## src/rtl/unibus_arbiter_pkg.sv

```systemverilog
// unibus_arbiter_pkg: shared FSM encoding, winner codes and grant decode for the Unibus arbiter.
package unibus_arbiter_pkg;

    localparam int DESKEW_DEF  = 8;
    localparam int SACKTMO_DEF = 1000;
    localparam int CW_DEF      = 10;

    typedef enum logic [1:0] {
        S_IDLE,
        S_SETTLE,
        S_GRANT,
        S_RELEASE
    } state_t;

    // Lower non-zero code means higher priority.
    typedef enum logic [2:0] {
        W_NONE,
        W_HLT,
        W_NPR,
        W_BR7,
        W_BR6,
        W_BR5,
        W_BR4
    } win_t;

    // One-hot {hlt, npr, br7, br6, br5, br4}
    function automatic logic [5:0] win_grant(input win_t w);
        return (w == W_NONE) ? 6'b000000 : (6'b100000 >> (3'(w) - 3'd1));
    endfunction

endpackage

```

## src/rtl/unibus_sync2.sv

```systemverilog
// unibus_sync2: parameterised two-flop synchronizer, resets to all-ones (inactive for active-low lines).
module unibus_sync2 #(
    parameter int W = 1
) (
    input  logic         i_clk,
    input  logic         i_rst_n,
    input  logic [W-1:0] i_d,
    output logic [W-1:0] o_q
);

    logic [W-1:0] r_meta;
    logic [W-1:0] r_q;

    always_ff @(posedge i_clk or negedge i_rst_n)
        if (!i_rst_n) begin
            r_meta <= '1;
            r_q    <= '1;
        end else begin
            r_meta <= i_d;
            r_q    <= r_meta;
        end

    assign o_q = r_q;

endmodule

```

## src/rtl/unibus_arbiter.sv

```systemverilog
// unibus_arbiter: Unibus bus-grant arbiter (HLTRQ > NPR > BR7..BR4) with deskew,
// SACK hand-off and unacknowledged-grant timeout.
module unibus_arbiter
    import unibus_arbiter_pkg::*;
#(
    parameter int DESKEW  = DESKEW_DEF,
    parameter int SACKTMO = SACKTMO_DEF,
    parameter int CW      = CW_DEF
) (
    input  logic       CLOCK,
    input  logic       RESET_N,
    input  logic [3:0] bus_br_in_l,
    input  logic       bus_npr_in_l,
    input  logic       halt_rqst_in_l,
    input  logic       bus_sack_in_l,
    input  logic       bus_bbsy_in_l,
    input  logic       bus_init_in_l,
    input  logic [2:0] cpu_pri,
    input  logic       cpu_inst_bnd,
    output logic [3:0] bus_bg_out_h,
    output logic       bus_npg_out_h,
    output logic       halt_grant_out_h,
    output logic       arb_busy,
    output logic       sack_timeout
);

    logic [11:0]   w_sync;
    logic [3:0]    w_br;
    logic [3:0]    w_br_el;
    logic          w_npr;
    logic          w_hlt;
    logic          w_sack;
    logic          w_init;
    logic [2:0]    w_pri;
    logic          w_bnd;
    logic [5:0]    w_req;
    logic [5:0]    w_el;
    logic [5:0]    w_sel;
    logic          w_win_req;
    logic          w_win_el;
    win_t          w_win;
    win_t          w_win_nxt;
    state_t        w_state_nxt;
    logic [CW-1:0] w_cnt_inc;
    logic [CW-1:0] w_cnt_nxt;
    logic          w_tmo_nxt;
    logic [5:0]    w_gnt;
    logic          w_unused_bbsy;

    state_t        r_state;
    win_t          r_win;
    logic [CW-1:0] r_cnt;
    logic          r_tmo;

    // BBSY is deliberately ignored: a new grant may overlap the current master's BBSY.
    assign w_unused_bbsy = bus_bbsy_in_l;

    unibus_sync2 #(.W(12)) u_sync (
        .i_clk   (CLOCK),
        .i_rst_n (RESET_N),
        .i_d     ({bus_br_in_l, bus_npr_in_l, halt_rqst_in_l, bus_sack_in_l,
                   bus_init_in_l, cpu_pri, cpu_inst_bnd}),
        .o_q     (w_sync)
    );

    assign w_br   = ~w_sync[11:8];
    assign w_npr  = ~w_sync[7];
    assign w_hlt  = ~w_sync[6];
    assign w_sack = ~w_sync[5];
    assign w_init = ~w_sync[4];
    assign w_pri  = w_sync[3:1];
    assign w_bnd  = w_sync[0];

    // w_br[i] is BR(i+4); it may win only above the processor priority.
    for (genvar i = 0; i < 4; i++) begin : g_el
        assign w_br_el[i] = w_bnd & w_br[i] & (4'(i + 4) > {1'b0, w_pri});
    end

    assign w_req = {w_hlt, w_npr, w_br};
    assign w_el  = {w_hlt & w_bnd, w_npr, w_br_el};

    assign w_win = w_el[5] ? W_HLT :
                   w_el[4] ? W_NPR :
                   w_el[3] ? W_BR7 :
                   w_el[2] ? W_BR6 :
                   w_el[1] ? W_BR5 :
                   w_el[0] ? W_BR4 : W_NONE;

    assign w_sel     = win_grant(r_win);
    assign w_win_req = |(w_req & w_sel);
    assign w_win_el  = |(w_el & w_sel);
    assign w_cnt_inc = (&r_cnt) ? r_cnt : r_cnt + 1'b1;

    always_comb begin
        w_state_nxt = r_state;
        w_win_nxt   = r_win;
        w_cnt_nxt   = w_cnt_inc;
        w_tmo_nxt   = 1'b0;
        if (w_init) begin
            w_state_nxt = S_IDLE;
            w_win_nxt   = W_NONE;
            w_cnt_nxt   = '0;
        end else begin
            case (r_state)
                S_IDLE: begin
                    w_cnt_nxt = '0;
                    if (w_win != W_NONE && !w_sack) begin
                        w_state_nxt = S_SETTLE;
                        w_win_nxt   = w_win;
                    end
                end
                S_SETTLE: begin
                    if (!w_win_el) begin
                        w_state_nxt = S_IDLE;
                        w_win_nxt   = W_NONE;
                        w_cnt_nxt   = '0;
                    end else if (w_win != W_NONE && w_win < r_win) begin
                        w_win_nxt = w_win;
                        w_cnt_nxt = '0;
                    end else if (r_cnt == CW'(DESKEW - 1)) begin
                        w_state_nxt = S_GRANT;
                        w_cnt_nxt   = '0;
                    end
                end
                // Only the raw request matters here; priority/boundary changes keep the grant.
                S_GRANT: begin
                    if (w_sack) begin
                        w_state_nxt = S_RELEASE;
                        w_cnt_nxt   = '0;
                    end else if (!w_win_req) begin
                        w_state_nxt = S_IDLE;
                        w_win_nxt   = W_NONE;
                        w_cnt_nxt   = '0;
                    end else if (r_cnt == CW'(SACKTMO - 1)) begin
                        w_state_nxt = S_IDLE;
                        w_win_nxt   = W_NONE;
                        w_cnt_nxt   = '0;
                        w_tmo_nxt   = 1'b1;
                    end
                end
                S_RELEASE: begin
                    w_cnt_nxt = '0;
                    if (!w_sack) begin
                        w_state_nxt = S_IDLE;
                        w_win_nxt   = W_NONE;
                    end
                end
                default: begin
                    w_state_nxt = S_IDLE;
                    w_win_nxt   = W_NONE;
                    w_cnt_nxt   = '0;
                end
            endcase
        end
    end

    always_ff @(posedge CLOCK or negedge RESET_N)
        if (!RESET_N) begin
            r_state <= S_IDLE;
            r_win   <= W_NONE;
            r_cnt   <= '0;
            r_tmo   <= 1'b0;
        end else begin
            r_state <= w_state_nxt;
            r_win   <= w_win_nxt;
            r_cnt   <= w_cnt_nxt;
            r_tmo   <= w_tmo_nxt;
        end

    assign w_gnt = (r_state == S_GRANT) ? w_sel : 6'b000000;
    assign {halt_grant_out_h, bus_npg_out_h, bus_bg_out_h} = w_gnt;
    assign arb_busy     = (r_state == S_GRANT) || (r_state == S_RELEASE);
    assign sack_timeout = r_tmo;

endmodule

```

## config.mk

```make
export PLATFORM = sky130hd
export DESIGN_NAME = unibus_arbiter
export DESIGN_NICKNAME = d
export VERILOG_FILES = /design/src/rtl/unibus_arbiter_pkg.sv /design/src/rtl/unibus_sync2.sv /design/src/rtl/unibus_arbiter.sv
export SDC_FILE = /design/constraint.sdc
export NUM_CORES = 1
export LEC_CHECK = 0
export BUFFER_PORTS_ARGS = -buffer_cell sky130_fd_sc_hd__buf_2
export CAP_MARGIN = 20
export CORE_ASPECT_RATIO = 0.7
export CORE_MARGIN = 10
export CORE_UTILIZATION = 50
export CTS_BUF_LIST = sky130_fd_sc_hd__clkbuf_2
export CTS_CLUSTER_DIAMETER = 60
export DETAILED_ROUTE_END_ITERATION = 8
export MAX_ROUTING_LAYER = met4
export PLACE_DENSITY = 0.68
export SETUP_SLACK_MARGIN = 0.2
export SYNTH_ARGS = -nofsm -noshare
export SYNTH_HDL_FRONTEND = slang
export SYNTH_SLANG_ARGS = --single-unit
```

## constraint.sdc

```tcl
create_clock -name CLOCK -period 3.1 [get_ports CLOCK]
set_input_delay 0.465 -clock CLOCK [delete_from_list [all_inputs] [get_ports CLOCK]]
set_output_delay 0.465 -clock CLOCK [all_outputs]
set_load 0.05 [all_outputs]
```

# After elaboration in Yosys (flattened, before gate mapping)
# Cells that the tools add are included.
dict set report word_totals {
  reg_bits 40
  latch_bits 0
  mem_bits_rw 0
  romBits 0
  input_bits 15
  out_inout_bits 8
  word_cells 94
  n_memories 0
}
dict set report classes {
  n_addsub 2
  multipliers 0
  n_div 0
  n_lt_le_gt_ge 5
  eq_ne 13
  shifts 1
  muxes 41
  bitwise_logic 14
  reduce_logical 12
}
# operator count
set ops {}
lappend ops {{10-bit two-way mux} 8}
lappend ops {{3-bit two-way mux} 14}
lappend ops {{10-bit one-hot mux with 3 select lines} 1}
lappend ops {{2-bit two-way mux} 9}
lappend ops {{4-bit inequality test (second input constant)} 4}
lappend ops {{6-bit AND} 2}
lappend ops {{3-bit > comparator (first input constant)} 4}
lappend ops {{6-bit two-way mux} 2}
lappend ops {{3-bit one-hot mux with 4 select lines} 1}
lappend ops {{6-bit OR reduction} 2}
lappend ops {{10-bit by 1-bit adder with 10-bit output (second input constant)} 1}
lappend ops {{10-bit equality test (second input constant)} 1}
lappend ops {{10-bit by 3-bit equality test with 1-bit output (second input constant)} 1}
lappend ops {{10-bit AND reduction} 1}
lappend ops {{5-bit AND reduction} 2}
lappend ops {{1-bit AND} 9}
lappend ops {{2-bit one-hot mux with 4 select lines} 1}
lappend ops {{3-bit by 2-bit inequality test with 1-bit output (second input constant)} 2}
lappend ops {{6-bit by 3-bit >> shifter with 6-bit output (first input constant)} 1}
lappend ops {{1-bit two-way mux} 5}
lappend ops {{5-bit inequality test (second input constant)} 1}
lappend ops {{2-bit equality test (second input constant)} 2}
lappend ops {{4-bit inverter} 1}
lappend ops {{3-bit zero test} 1}
lappend ops {{10 further kinds} 12}

# Logic depth before layout (Yosys ltp)
dict set report logic_depth {
  word_depth 15
  ltp_mapped 12
  ltp_nobuf 11
}

# By module
# From an unflattened synthesis, not the netlist that was laid out.
dict set report hier_totals {
  hier_cells 181
  hier_area_um2 1901.8
}
# module instances cells_per_inst area_each_um2 seq_area_each_um2
set by_module_without_submodules {}
lappend by_module_without_submodules {unibus_arbiter 1 157 1271.2 400.4}
lappend by_module_without_submodules {unibus_sync2 1 24 630.6 630.6}

# Worst setup path before layout
# No wires, ideal clock.
dict set report synth_timing {
  path_kind {register -> output}
  startpoint {register r_win[0]}
  endpoint {output port bus_bg_out_h[0]}
  arrival_time_ns 2.059
  required_ns 2.635
  slack_ns 0.576
  stages_incl_launch_ff 5
  n_path_buf 0
  cell_sequence {dfrtp_1 > nor2_1 > ha_1 > inv_1 > nor3_1}
}
dict set report synth_via {
  elab_chain_len 4
  elab_cells_between_ends 5
  cone_classes {add/sub: 1; shift: 1; mux: 2; reduce/logical: 1}
}
# item line
set synth_rtl {}
lappend synth_rtl {{from (decl)} unibus_arbiter.sv:51} ;# win_t r_win;
lappend synth_rtl {{from (signal assigned)} unibus_arbiter.sv:165} ;# r_win <= w_win_nxt;
lappend synth_rtl {{3-bit by 1-bit subtractor with 3-bit output} unibus_arbiter_pkg.sv:28} ;# return (w == W_NONE) ? 6'b000000 : (6'b100000 >> (3'(w) - 3'd1));
lappend synth_rtl {{6-bit by 3-bit >> shifter with 6-bit output} unibus_arbiter_pkg.sv:28}
lappend synth_rtl {{6-bit two-way mux (*)} unibus_arbiter_pkg.sv:28}
lappend synth_rtl {{6-bit two-way mux (*)} unibus_arbiter.sv:170} ;# assign w_gnt = (r_state == S_GRANT) ? w_sel : 6'b000000;
lappend synth_rtl {{to (decl)} unibus_arbiter.sv:20} ;# output logic [3:0] bus_bg_out_h,
# Mark *: on every way between the ends. The rest lies on a longest branch, timed or not.

# Final worst setup path
dict set report layout_timing {
  startpoint {register u_sync.r_q[0] (netlist: u_sync.o_q[0])}
  endpoint {register r_win[2]}
}
dict set report layout_via {
  elab_chain_len 12
  elab_cells_between_ends 29
  cone_classes {order compare: 1; eq/ne: 2; mux: 11; bitwise: 10; reduce/logical: 5}
}
# item line
set layout_rtl {}
lappend layout_rtl {{from (decl)} unibus_sync2.sv:12} ;# logic [W-1:0] r_q;
lappend layout_rtl {{from (signal assigned)} unibus_sync2.sv:20} ;# r_q <= r_meta;
lappend layout_rtl {{1-bit AND (2 in series)} unibus_arbiter.sv:76} ;# assign w_br_el[i] = w_bnd & w_br[i] & (4'(i + 4) > {1'b0, w_pri});
lappend layout_rtl {{3-bit two-way mux} unibus_arbiter.sv:87} ;# w_el[0] ? W_BR4 : W_NONE;
lappend layout_rtl {{3-bit two-way mux} unibus_arbiter.sv:86} ;# w_el[1] ? W_BR5 :
lappend layout_rtl {{3-bit two-way mux} unibus_arbiter.sv:85} ;# w_el[2] ? W_BR6 :
lappend layout_rtl {{3-bit two-way mux} unibus_arbiter.sv:84} ;# w_el[3] ? W_BR7 :
lappend layout_rtl {{3-bit two-way mux} unibus_arbiter.sv:83} ;# w_el[4] ? W_NPR :
lappend layout_rtl {{3-bit two-way mux} unibus_arbiter.sv:82} ;# assign w_win = w_el[5] ? W_HLT :
lappend layout_rtl {{3-bit < comparator, or another cell as far along} unibus_arbiter.sv:117} ;# end else if (w_win != W_NONE && w_win < r_win) begin
lappend layout_rtl {{1-bit logical AND, or another cell as far along} unibus_arbiter.sv:117}
lappend layout_rtl {{4-bit inequality test (no line), or another cell as far along} n/a}
lappend layout_rtl {{5-bit AND reduction (no line) or 3-bit two-way mux (tied branches)} n/a}
# Parallel ways exist; a longest one is shown, timed or not. The select of a mux whose other input is x is not followed.
# A chain may end at the register's enable or synchronous reset.

==> results_tabular.tex <==
\begin{tabular}{lr}
\hline
Metric & Value \\
\hline
\multicolumn{2}{l}{\textbf{Synth}} \\
\quad Adder and majority gate portion of the synthesized area & 1.918\% \\
\quad Dominant combinational cell family by area after synthesis & simple AND/OR/NAND/NOR gates \\
\quad Basic-gate share of the synthesized area counting and, or, nand and nor cells & 23.15\% \\
\quad Number of enable flip-flop cells after synthesis & 0 \\
\quad Synthesized-area fraction occupied by ao, oa, aoi and oai cells & 15.03\% \\
\quad Number of synthesized register bits & 40 \\
\quad Synthesis Warnings & 0 \\
\quad Multiplexer fraction of the synthesized cell area & 3.325\% \\
\quad Cell count after synthesis & 186 \\
\quad Xor/xnor cell area share of the yosys netlist & 1.343\% \\
\quad Syn Area/Cell & 10.52 um2 \\
\quad Sequential cell area fraction in the yosys report & 52.69\% \\
\quad Area fraction of the dominant cell type after synthesis & 32.23\% \\
\quad Leading post-synthesis cells by instance count & sky130\_fd\_sc\_hd\_\_dfstp\_2, sky130\_fd\_sc\_hd\_\_dfrtp\_1, sky130\_fd\_sc\_hd\_\_nor2\_1 \\
\quad Count of cell types in the netlist & 47 \\
\quad Ys flop type & sky130\_fd\_sc\_hd\_\_dfstp\_2 \\
\quad Combined area of all synthesized cells & 0.001957 mm2 \\
\quad Dominant cell type by area after synthesis & sky130\_fd\_sc\_hd\_\_dfstp\_2 \\
\quad Most common cell in the netlist & sky130\_fd\_sc\_hd\_\_dfstp\_2 \\
\quad Synthesized netlist net count & 204 \\
\quad Leading cell types by total area after synthesis & sky130\_fd\_sc\_hd\_\_dfstp\_2, sky130\_fd\_sc\_hd\_\_dfrtp\_1, sky130\_fd\_sc\_hd\_\_nor2\_1, sky130\_fd\_sc\_hd\_\_nand3\_1, sky130\_fd\_sc\_hd\_\_nand2b\_1 \\
\quad Async set-reset flop share out of synthesis & 100.0\% \\
\multicolumn{2}{l}{\textbf{Layout}} \\
\quad Layout area overhead & 9.079\% \\
\quad Area used by sequential logic in the layout & 0.001031 mm2 \\
\quad Final \#Nets & 226 \\
\quad Final antenna diode count & 0 \\
\quad Fraction of layout cells with a size suffix above 1 & 31.10\% \\
\quad Area of the multi-input gates & 875.8 um2 \\
\quad Final design utilization & 58.50\% \\
\quad Fill count & 306 \\
\multicolumn{2}{l}{\textbf{Clocking}} \\
\quad Insertion delay of the later-clocked pin in the worst-skew pair & 0.37 ns \\
\quad Number of hold buffers added after cts & 0 \\
\quad Root Buffer Master & sky130\_fd\_sc\_hd\_\_clkbuf\_2 \\
\quad Setup Fix Bufs, Post-CTS & 0 \\
\quad Number of H-tree levels & 2 \\
\quad Clock slew at reported path FFs & 0.20 ns \\
\quad Count of instances resized after the clock tree is built & 0 \\
\quad CTS buffer count & 5 \\
\quad Maximum buffer depth of the clock tree & 2 \\
\quad Total number of clock tree sinks & 40 \\
\quad Clock tree from TritonCTS & yes \\
\multicolumn{2}{l}{\textbf{Routing}} \\
\quad Antenna Nets Post-Route & 0 \\
\quad Via density & 5.575 \\
\quad Total Routed Length & 3.813 mm \\
\quad Iter 0 DRT Violations & 100 \\
\quad Post-detailed-route wirelength per cell & 14.72 um \\
\quad TritonRoute pass-1 iters & 6 \\
\quad DRC violation count after routing & 0 \\
\quad Via Count & 1444 \\
\multicolumn{2}{l}{\textbf{Power and ir drop}} \\
\quad Power Density & 427.5 mW/mm2 \\
\quad Leakage power of the design & 0.0008944 uW \\
\quad Largest voltage drop on the vdd net & 0.3485 mV \\
\multicolumn{2}{l}{\textbf{Timing}} \\
\quad Headroom to the max-slew limit & 44.66\% \\
\quad Final worst path period share & 86.93\% \\
\quad Hold Vio Cnt, Final & 0 \\
\quad Post-layout minimum cycle time & 2.695 ns \\
\quad Total of endpoints with negative setup slack in the final report & 0 \\
\quad Slew Viols, Final & 0 \\
\quad Post-route setup TNS & 0 ns \\
\quad Setup repair after global routing missed its margin & no \\
\quad Worst slew pin tran & 0.8301 ns \\
\quad Max Clk Rate & 0.3711 GHz \\
\quad Final worst clock skew & 0.02096 ns \\
\multicolumn{2}{l}{\textbf{Critical path}} \\
\quad Type of the setup path with the least slack & flip-flop to flip-flop \\
\quad Endpoint required time on the critical path & 3.39 ns \\
\quad Worst Path Arrival & 2.98 ns \\
\quad Endpoint class of the critical path & flip-flop \\
\quad Maximum fanout along the worst path & 10 \\
\quad Startpoint class of the critical path & flip-flop \\
\multicolumn{2}{l}{\textbf{Die}} \\
\quad Number of top-level design ports & 23 \\
\quad Floorplan die width & 94.78 um \\
\quad Initial core utilization & 53.64\% \\
\quad Row cnt & 18 \\
\quad Die height & 72.34 um \\
\quad Core area & 0.003649 mm2 \\
\quad Die Outline Area & 0.006856 mm2 \\
\multicolumn{2}{l}{\textbf{GRT}} \\
\quad Aggregate global-route resource usage & 12.06\% \\
\quad Via count of the first global-routing pass & 1430 \\
\quad Wire length of the first global-routing pass & 6.520 mm \\
\quad Largest net degree at the start of global routing & 41 \\
\quad Initial antenna violation count & 0 \\
\quad Remaining Overflow, GRT & 0 \\
\multicolumn{2}{l}{\textbf{Outcome}} \\
\quad Outcome & finished, final reports clean \\
\multicolumn{2}{l}{\textbf{Min path}} \\
\quad Worst hold-check path type & input pin to async pin \\
\multicolumn{2}{l}{\textbf{Place}} \\
\quad Number of buffer cells added on primary ports & 21 \\
\quad Weighted congestion reported at the end of routability-driven placement & 0.8767 \\
\quad Half-perimeter wire length after placement & 2.915 mm \\
\multicolumn{2}{l}{\textbf{Run}} \\
\quad Max\_cap viols & 0 \\
\hline
\end{tabular}
worst paths after layout:
path                             startpoint               end  slack, ns  cells past startpoint
min in group CLOCK             bus_npr_in_l  u_sync.r_meta[7]       0.17                      1
max in group asynchronous           RESET_N        r_state[0]       2.41                      1
max                           u_sync.o_q[0]          r_win[2]       0.41                     10
min reg2reg                u_sync.r_meta[3]     u_sync.o_q[3]       0.35                      0
max reg2reg                   u_sync.o_q[0]          r_win[2]       0.41                     10
min                                 RESET_N          r_cnt[4]       0.16                      1
registers in the layout, indices dropped and copies added (netlist names):
| signal | cells |
|---|---|
| u_sync.r_meta | 12 |
| sack_timeout | 1 |
| r_win | 3 |
| u_sync.o_q | 12 |
| r_cnt | 10 |
| r_state | 2 |
area by class of cell:
type	count	share of cell area (%)
multi-input combinational	135	41.03
sequential	40	48.30
tap	50	2.931
timing repair buffer	21	4.924
clock buffer	6	1.407
clock inverter	2	0.5275
inverter	5	0.8792
per-stage QoR:
stage	total power [uW]	area [um2]	instances	worst slack, ns	hold WS, ns
4_1_cts	925.7	2135	259	0.4285	0.1284
3_5_place_dp	702.8	2093	251	0.4815	0.3468
3_3_place_gp	696.6	2093	251	0.5405	0.3454
2_1_floorplan	665.5	1957	186	0.5758	0.1694
6_report	912.5	2135	259	0.4050	0.1603
5_1_grt	968.7	2135	259	0.2622	0.09440
layer usage:
metal,up-vias,global-route usage (%),share of wire [%]
met5,-,-,0
met4,0,3.311,0.89
met1,683,15.33,52
met3,6,3.803,4.6
met2,36,18.09,43
li1,719,-,-
logic make-up (layout without fill, tap and decap cells):
family	count (synthesis)	count (layout)
flip-flops	40	40
adder cells (fa/ha/maj)	3	3
AND/OR/NAND/NOR	83	83
AO/OA/AOI/OAI	40	40
buffers and inverters	11	34
multiplexers	6	6
XOR/XNOR	3	3
power by group:
group	leakage, uW	total [uW]	internal, uW	switching, uW
Clock	0.0000333	216	58.9	157
Combinational	0.000387	115	48.9	65.8
Sequential	0.000474	582	556	25.4
Total	0.000894	913	664	249
critical path, stage by stage (launching register included):
cell,delay [ns]
sky130_fd_sc_hd__dfstp_2,0.66
sky130_fd_sc_hd__nor3b_2,0.20
sky130_fd_sc_hd__a32oi_1,0.12
sky130_fd_sc_hd__a21oi_1,0.22
sky130_fd_sc_hd__ha_1,0.21
sky130_fd_sc_hd__nand2b_1,0.15
sky130_fd_sc_hd__o32ai_1,0.09
sky130_fd_sc_hd__a21oi_1,0.21
sky130_fd_sc_hd__a21oi_1,0.12
sky130_fd_sc_hd__o21ai_2,0.25
sky130_fd_sc_hd__mux2_2,0.37
cell usage in the layout (no fill, tap or decap), types with 2 or more instances in the layout:
cell,n
sky130_fd_sc_hd__dfstp_2,24
sky130_fd_sc_hd__buf_2,21
sky130_fd_sc_hd__nor2_1,16
sky130_fd_sc_hd__dfrtp_1,16
sky130_fd_sc_hd__nand2_1,12
sky130_fd_sc_hd__nand3_1,11
sky130_fd_sc_hd__o21ai_0,10
sky130_fd_sc_hd__nand2b_1,8
sky130_fd_sc_hd__nor3_1,6
sky130_fd_sc_hd__a21oi_1,6
sky130_fd_sc_hd__clkbuf_2,6
sky130_fd_sc_hd__inv_1,5
sky130_fd_sc_hd__and3_1,5
sky130_fd_sc_hd__nor2b_1,4
sky130_fd_sc_hd__a31oi_1,4
sky130_fd_sc_hd__mux2_2,4
sky130_fd_sc_hd__nand4_1,3
sky130_fd_sc_hd__and4_1,3
sky130_fd_sc_hd__nand3b_1,3
sky130_fd_sc_hd__nor3b_1,3
sky130_fd_sc_hd__ha_1,3
sky130_fd_sc_hd__a32oi_1,2
sky130_fd_sc_hd__or3_1,2
sky130_fd_sc_hd__nor4_1,2
sky130_fd_sc_hd__o221a_2,2
sky130_fd_sc_hd__a211oi_1,2
sky130_fd_sc_hd__xnor2_1,2
sky130_fd_sc_hd__a21o_1,2
sky130_fd_sc_hd__mux2i_1,2
sky130_fd_sc_hd__and2_1,2
Power figures use the tool's default switching activity.
